### config.mk
export PLATFORM = sky130hd
export DESIGN_NAME = rf_write_arbiter
export DESIGN_NICKNAME = d
export VERILOG_FILES = /design/src/rtl/rf_write_arbiter.sv
export SDC_FILE = /design/constraint.sdc
export NUM_CORES = 1
export LEC_CHECK = 0
export BUFFER_PORTS_ARGS = -buffer_cell sky130_fd_sc_hd__buf_4
export CAP_MARGIN = 20
export CORE_UTILIZATION = 35
export DETAILED_ROUTE_END_ITERATION = 8
export PLACE_DENSITY = 0.68
export SLEW_MARGIN = 20
export SYNTH_ARGS = -nofsm -noshare
export SYNTH_HDL_FRONTEND = slang
export SYNTH_SLANG_ARGS = --single-unit
### constraint.sdc
create_clock -name clk -period 2.68 [get_ports clk]
set_input_delay 0.536 -clock clk [delete_from_list [all_inputs] [get_ports clk]]
set_output_delay 0.536 -clock clk [all_outputs]
set_load 0.05 [all_outputs]
### src/rtl/rf_write_arbiter.sv
`default_nettype none
// ============================================================================
//  Module      : rf_write_arbiter
//  Description : Round-robin arbiter sharing the register file's single write
//                port between NREQ write-back requesters. The granted write is
//                registered onto rf_we/rf_wa/rf_wd. The module also keeps a
//                per-register busy scoreboard and a saturating count of
//                committed writes.
//  Revision    : 1.0 - initial release
// ============================================================================
module rf_write_arbiter #(
  parameter int BITS = 16,
  parameter int N    = 3,
  parameter int NREQ = 3
) (
  input  logic                   clk,
  input  logic                   rst,
  input  logic                   hold,
  input  logic [NREQ-1:0]        req_valid,
  input  logic [NREQ*N-1:0]      req_addr,
  input  logic [NREQ*BITS-1:0]   req_data,
  output logic [NREQ-1:0]        req_ready,
  input  logic                   issue_valid,
  input  logic [N-1:0]           issue_addr,
  output logic [(1<<N)-1:0]      busy,
  output logic                   rf_we,
  output logic [N-1:0]           rf_wa,
  output logic [BITS-1:0]        rf_wd,
  output logic [15:0]            wr_count
);

  localparam int              c_PTR_W    = $clog2(NREQ);
  localparam int              c_NUM_REGS = 1 << N;
  localparam logic [c_PTR_W:0] c_NREQ_EXT = (c_PTR_W + 1)'(NREQ);
  localparam logic [c_PTR_W-1:0] c_LAST  = c_PTR_W'(NREQ - 1);

  // Registered state
  logic [c_PTR_W-1:0]    rr_ptr_q, rr_ptr_d;
  logic                  rf_we_q;
  logic [N-1:0]          rf_wa_q;
  logic [BITS-1:0]       rf_wd_q;
  logic [c_NUM_REGS-1:0] busy_q, busy_d;
  logic [15:0]           wr_count_q, wr_count_d;

  // Arbitration wires
  logic [c_PTR_W:0]      w_cand;
  logic [c_PTR_W-1:0]    w_grant_idx;
  logic                  w_grant_any;
  logic [N-1:0]          w_sel_addr;
  logic [BITS-1:0]       w_sel_data;

  // Scan requesters starting at rr_ptr (wrapping) and pick the first valid one.
  always_comb begin
    w_cand      = '0;
    w_grant_idx = '0;
    w_grant_any = 1'b0;
    if (!hold) begin
      for (int i = 0; i < NREQ; i++) begin
        w_cand = {1'b0, rr_ptr_q} + (c_PTR_W + 1)'(i);
        if (w_cand >= c_NREQ_EXT) begin
          w_cand = w_cand - c_NREQ_EXT;
        end
        if (!w_grant_any && req_valid[w_cand[c_PTR_W-1:0]]) begin
          w_grant_any = 1'b1;
          w_grant_idx = w_cand[c_PTR_W-1:0];
        end
      end
    end
  end

  // One-hot ready plus the winner's address/data; ready only ever lands on a
  // valid requester, so ready alone marks the handshake.
  always_comb begin
    req_ready  = '0;
    w_sel_addr = req_addr[w_grant_idx*N +: N];
    w_sel_data = req_data[w_grant_idx*BITS +: BITS];
    if (w_grant_any) begin
      req_ready[w_grant_idx] = 1'b1;
    end
  end

  // Pointer moves just past the winner; it stays put when nothing is granted.
  always_comb begin
    rr_ptr_d = rr_ptr_q;
    if (w_grant_any) begin
      rr_ptr_d = (w_grant_idx == c_LAST) ? '0 : w_grant_idx + c_PTR_W'(1);
    end
  end

  // Scoreboard: the write leaving the output stage clears, a new issue sets;
  // set is applied last so a newer writer to the same reg wins.
  always_comb begin
    busy_d = busy_q;
    if (rf_we_q) begin
      busy_d[rf_wa_q] = 1'b0;
    end
    if (issue_valid) begin
      busy_d[issue_addr] = 1'b1;
    end
  end

  // Committed-write counter saturating at all-ones.
  always_comb begin
    wr_count_d = wr_count_q;
    if (rf_we_q && (wr_count_q != 16'hFFFF)) begin
      wr_count_d = wr_count_q + 16'd1;
    end
  end

  // State registers; async reset drops any write sitting in the output stage.
  always_ff @(posedge clk or posedge rst) begin
    if (rst) begin
      rr_ptr_q   <= '0;
      rf_we_q    <= 1'b0;
      rf_wa_q    <= '0;
      rf_wd_q    <= '0;
      busy_q     <= '0;
      wr_count_q <= '0;
    end else begin
      rr_ptr_q   <= rr_ptr_d;
      rf_we_q    <= w_grant_any;
      if (w_grant_any) begin
        rf_wa_q <= w_sel_addr;
        rf_wd_q <= w_sel_data;
      end
      busy_q     <= busy_d;
      wr_count_q <= wr_count_d;
    end
  end

  assign rf_we    = rf_we_q;
  assign rf_wa    = rf_wa_q;
  assign rf_wd    = rf_wd_q;
  assign busy     = busy_q;
  assign wr_count = wr_count_q;

endmodule
`default_nettype wire
Word level (Yosys, flattened, before mapping)
Index checks and enable logic that the tools add are counted.
{"block": "word_totals", "reg_bits": 46, "word_cells": 73, "out_inout_bits": 47, "inputBits": 67}
{"block": "classes", "n_bitwise": 3, "shift": 2, "eq_ne": 2, "mux": 32, "add_sub_neg": 7, "multipliers": 1, "order_cmp": 12, "n_reduce_logical": 8}
{"op": "variable part select 48 x 7 -> 16 bit", "n": 1}
{"op": "two-way mux 2 bit", "n": 11}
{"op": "adder 16 x 1 -> 16 bit (second input constant)", "n": 1}
{"op": "two-way mux 8 bit", "n": 2}
{"op": "!= test 16 bit (second input constant)", "n": 1}
{"op": "less-than comparator 2 x 3 -> 1 bit (second input constant)", "n": 4}
{"op": "two-way mux 1 bit", "n": 12}
{"op": "variable part select 9 x 5 -> 3 bit", "n": 1}
{"op": "bitwise AND 8 bit", "n": 1}
{"op": "less-than comparator 3 x 4 -> 1 bit (second input constant)", "n": 2}
{"op": "inverter 8 bit", "n": 1}
{"op": "OR 8 bit", "n": 1}
{"op": "binary-select mux 1 bit (select 2 bit)", "n": 3}
{"op": "demux 1 bit (select 3 bit)", "n": 2}
{"op": ">= comparator 3 x 1 -> 1 bit (second input constant)", "n": 2}
{"op": ">= comparator 3 x 2 -> 1 bit (second input constant)", "n": 2}
{"op": "logical AND 1 bit", "n": 6}
{"op": "subtractor 2 bit (second input constant)", "n": 3}
{"op": "multiplier 2 x 2 -> 4 bit (second input constant)", "n": 1}
{"op": "adder 2 x 1 -> 3 bit (second input constant)", "n": 1}
{"op": "adder 2 x 2 -> 3 bit (second input constant)", "n": 1}
{"op": "two-way mux 3 bit", "n": 1}
{"op": "adder 2 x 1 -> 2 bit (second input constant)", "n": 1}
{"op": "demux 1 bit (select 2 bit)", "n": 1}
{"op": "other kinds (4)", "n": 5}

Longest topological paths before layout
{"block": "depth", "depth_word": 20, "mapped_depth": 8, "depth_no_buf": 7}

Least setup slack after synthesis
OpenSTA, ideal clock, no wires.
{"block": "synth_timing", "path_kind": "register -> output", "start": "reg rr_ptr_q[0]", "end": "out req_ready[0]", "n_path_buf": 0, "arrival_ns": 2.305, "stages_incl_launch_ff": 6, "path_slack_ns": -0.161, "cell_sequence": "dfrtp_1 -> inv_1 -> ha_1 -> maj3_2 -> a2111o_1 -> nor2b_1"}
{"block": "synth_via", "elab_chain_cells": 20}
{"element": "from (decl)", "line": "38", "source": "logic [c_PTR_W-1:0] rr_ptr_q, rr_ptr_d;"}
{"element": "from (signal assigned)", "line": "120", "source": "rr_ptr_q <= rr_ptr_d;"}
{"element": "parallel branches: the longest is 19 deep, another holds adder 2 x 1 -> 3 bit"}
{"element": "two-way mux 3 bit *", "line": "77", "source": "if (w_grant_any) begin"}
{"element": "to (decl)", "line": "22", "source": "output logic [NREQ-1:0] req_ready,"}
Mark *: on every way between the ends. The select of a mux whose other input is x is not followed.

Worst setup path in the final report
Ends and elaborated chain as after synthesis.

==> results.yml <==
outcome:
  outcome: "completed"
synthesis:
  syn_nets: 306
  synthesis.area_um2: 2480
  synth-simple-area-share_pct: 18.6
  yosysUniqueCellTypes: 45
  muxShareOfSynthArea_pct: 0.909
  synth-seq-area-share_pct: 46.5
  ys_async_sr_fraction_pct: 100
  synth_cells: 236
  avgSynthCellArea_um2: 10.5
  synth_ff_type: "dfrtp_1"
  synth_top_family_by_area: "compound AO/OA/AOI/OAI gates"
  synth_compound_area_share_pct: 24.0
  synth_fa_ha_area_share_pct: 1.97
  synth-warning-count: 0
  yosys_register_bits: 46
  synthXorXnorAreaFrac_pct: 3.89
  synth_edf_count: 0
routing:
  first_pass_iters: 6
  routed_via_density: 5.12
  drt_iter0_drc: 74
  vias: 2292
  wire_per_inst_um: 13.4
  drc: 0
  ant_nets: 0
  wirelength_um: 5990
pwr:
  p_per_area_nw_per_um2: 1240
  cell_internal_pwr_w: 0.00227
  total_power_w: 0.00446
  pwr-share-clk_pct: 14.2
  pwr-share-comb_pct: 59.2
  p_leak_nw: 1.65
  p_sw_share_pct: 49.0
  power_frac_seq_pct: 26.7
  vdd_drop_max_v: 0.000716
  p_sw_w: 0.00219
timing:
  fmax_mhz: 387
  finalHoldViolations: 0
  rsz0062_at_grt: "no"
  clock_skew_ns: 0.00652
  slew-limit-headroom_pct: 60.7
  worst_slack_ns: 0.0938
  worst_pin_slew_ns: 0.590
  post-route-period-util_pct: 96.5
  finalMaxSlewViolations: 0
  setup-tns-final_ns: 0
  setup_viol: 0
  min_period_ns: 2.59
global_routing:
  grt_usage_pct: 17.0
  antenna_found_initial: 0
  grt_pass1_wl_um: 10100
  grt_pass1_vias: 2267
  grt_max_degree: 47
  overflow: 0
placement:
  globalplace.congestion: 0.766
  place_worst_setup_slack_ns: 0.240
  port_buffers: 113
  placed_area_um2: 3420
  place_hpwl_um: 4470
floorplanning:
  ios: 114
  fp-row-count: 30
  die_h_um: 86.1
  die_w_um: 86.1
  dieArea_um2: 7420
  coreArea_um2: 6830
  start_util_pct: 36.3
flow_run:
  cap_viol_max_count: 0
critical_path:
  path_class: "flip-flop to primary output"
  startpoint_type: "flip-flop"
  required_ns: 2.14
  slowest_delay_ns: 0.44
  worstPathMaxFanout: 7
  slowest_stage: "a2111o_2"
  crit_chain: "inv_2, ha_4, maj3_2, a2111o_2, nor2b_2, buf_6"
  arrival_ns: 2.05
  critPathCaptureType: "primary output"
clock_network:
  insertion_delay_ns: 0.29
  cts_buffers: 5
  h-tree-depth: 2
  root_buffer: "clkbuf_8"
  clockBufferDepth: 2
  clkSinkCount: 46
  cts_tree: "built"
  clkTransAtPathRegs_ns: 0.09
final_layout:
  drive_gt1_share_pct: 48.6
  final_common_cell: "buf_4"
  n_antenna_cell: 0
  fillers: 644
  syn2layout_area_growth_pct: 44.7
  nNetsFinal: 421
  final_area_um2: 3590
  most-common-layout-cells: "buf_4 (117), dfrtp_1 (46), nand2_1 (32), nand3_1 (12), o21ai_0 (12)"
min_path:
  hold_class: "primary input to async pin"
-- cells in the mapped netlist (6+ instances only) --
library cell   n  area share [%]
nand3_1       12             2.4
a22oi_1       11             3.3
a222oi_1       8             3.2
o21ai_2        8             2.8
and3_1         6             1.5
xnor2_1       10             3.5
o21ai_0       12             2.4
nand2b_1       7             1.8
inv_1          6            0.91
o221ai_2      11             6.7
nand2_1       32             4.8
nand2_2       11             2.8
dfrtp_1       46              46
-- repair_timing --
action / in CTS / in global routing
pin swaps: 0 / 1
resized for setup: 5 / 0
setup endpoints to repair: 1 / 1
hold buffers: 0 / 0
setup buffers: 0 / 1
-- logic make-up after synthesis --
| family | after synthesis |
|---|---|
| DFF | 46 |
| muxes | 2 |
| buffers and inverters | 17 |
| AOI/OAI and AO/OA | 67 |
| and+or+nand+nor | 89 |
| xor gates and xnor gates | 11 |
| adders and majority gates | 4 |
-- state kept, by name (all words and copies together), names as in the netlist --
| register | flops |
|---|---|
| rr_ptr_q | 2 |
| busy | 8 |
| wr_count | 16 |
| rf_wd | 16 |
| rf_we | 1 |
| rf_wa | 3 |
-- per-stage QoR --
| stage | util (%) | cells | hold WS [ns] |
|---|---|---|---|
| 2_1_floorplan | - | 236 | 0.476 |
| 3_3_place_gp | 50.0 | 439 | 0.465 |
| 3_5_place_dp | 50.0 | 439 | 0.467 |
| 4_1_cts | 52.4 | 447 | 0.410 |
| 5_1_grt | 52.5 | 448 | 0.447 |
| 6_report | 52.5 | 448 | 0.390 |
-- power by group through the flow --
stage,clock (W),sequential [W],combinational [W]
4_1_cts,0.000655,0.00119,0.00265
3_5_place_dp,0,0.00120,0.00261
5_1_grt,0.000676,0.00123,0.00282
6_report,0.000633,0.00119,0.00264
3_3_place_gp,0,0.00120,0.00257
2_1_floorplan,0,0.00204,0.00103
-- worst max-delay path, delay by kind of cell (launching register included) --
kind	cells	cell delay (ns)
fa+ha+maj	2	0.53
compound gates	1	0.44
flops	1	0.40
buf+inv	2	0.26
simple gates	1	0.13
-- per-layer routing --
| layer | global-route usage (%) | share of wire, % | vias up |
|---|---|---|---|
| met1 | 21.0 | 43 | 1092 |
| met2 | 29.8 | 51 | 76 |
| li1 | - | - | 1118 |
| met4 | 4.09 | 0.83 | 0 |
| met5 | 0 | 0 | - |
| met3 | 4.14 | 5.4 | 6 |
-- path summary, 6_finish.rpt --
kind                                    start            to  slack [ns]  depth (start not counted)
worst max-delay path              rr_ptr_q[0]  req_ready[0]        0.09                          6
worst min-delay path                      rst   wr_count[5]        0.39                          3
worst max register to register    rr_ptr_q[0]      rf_wd[5]        0.54                          7
worst min register to register       rf_wd[3]      rf_wd[3]        0.48                          2
max in group asynchronous                 rst       busy[6]        1.89                          3
min in group clk                issue_addr[1]       busy[1]        0.46                          2
-- area by class of cell --
type / instances / area, µm² / share of cell area [%]
multi-input cells: 173 / 1260 / 35.0
repair buffers: 118 / 890 / 24.8
well taps: 96 / 120 / 3.35
inverters: 7 / 26.3 / 0.733
flip-flops and latches: 46 / 1150 / 32.1
clock buffers: 6 / 82.6 / 2.30
clock inverters: 2 / 60.1 / 1.67
No activity file was read; power rests on OpenSTA's default activity.
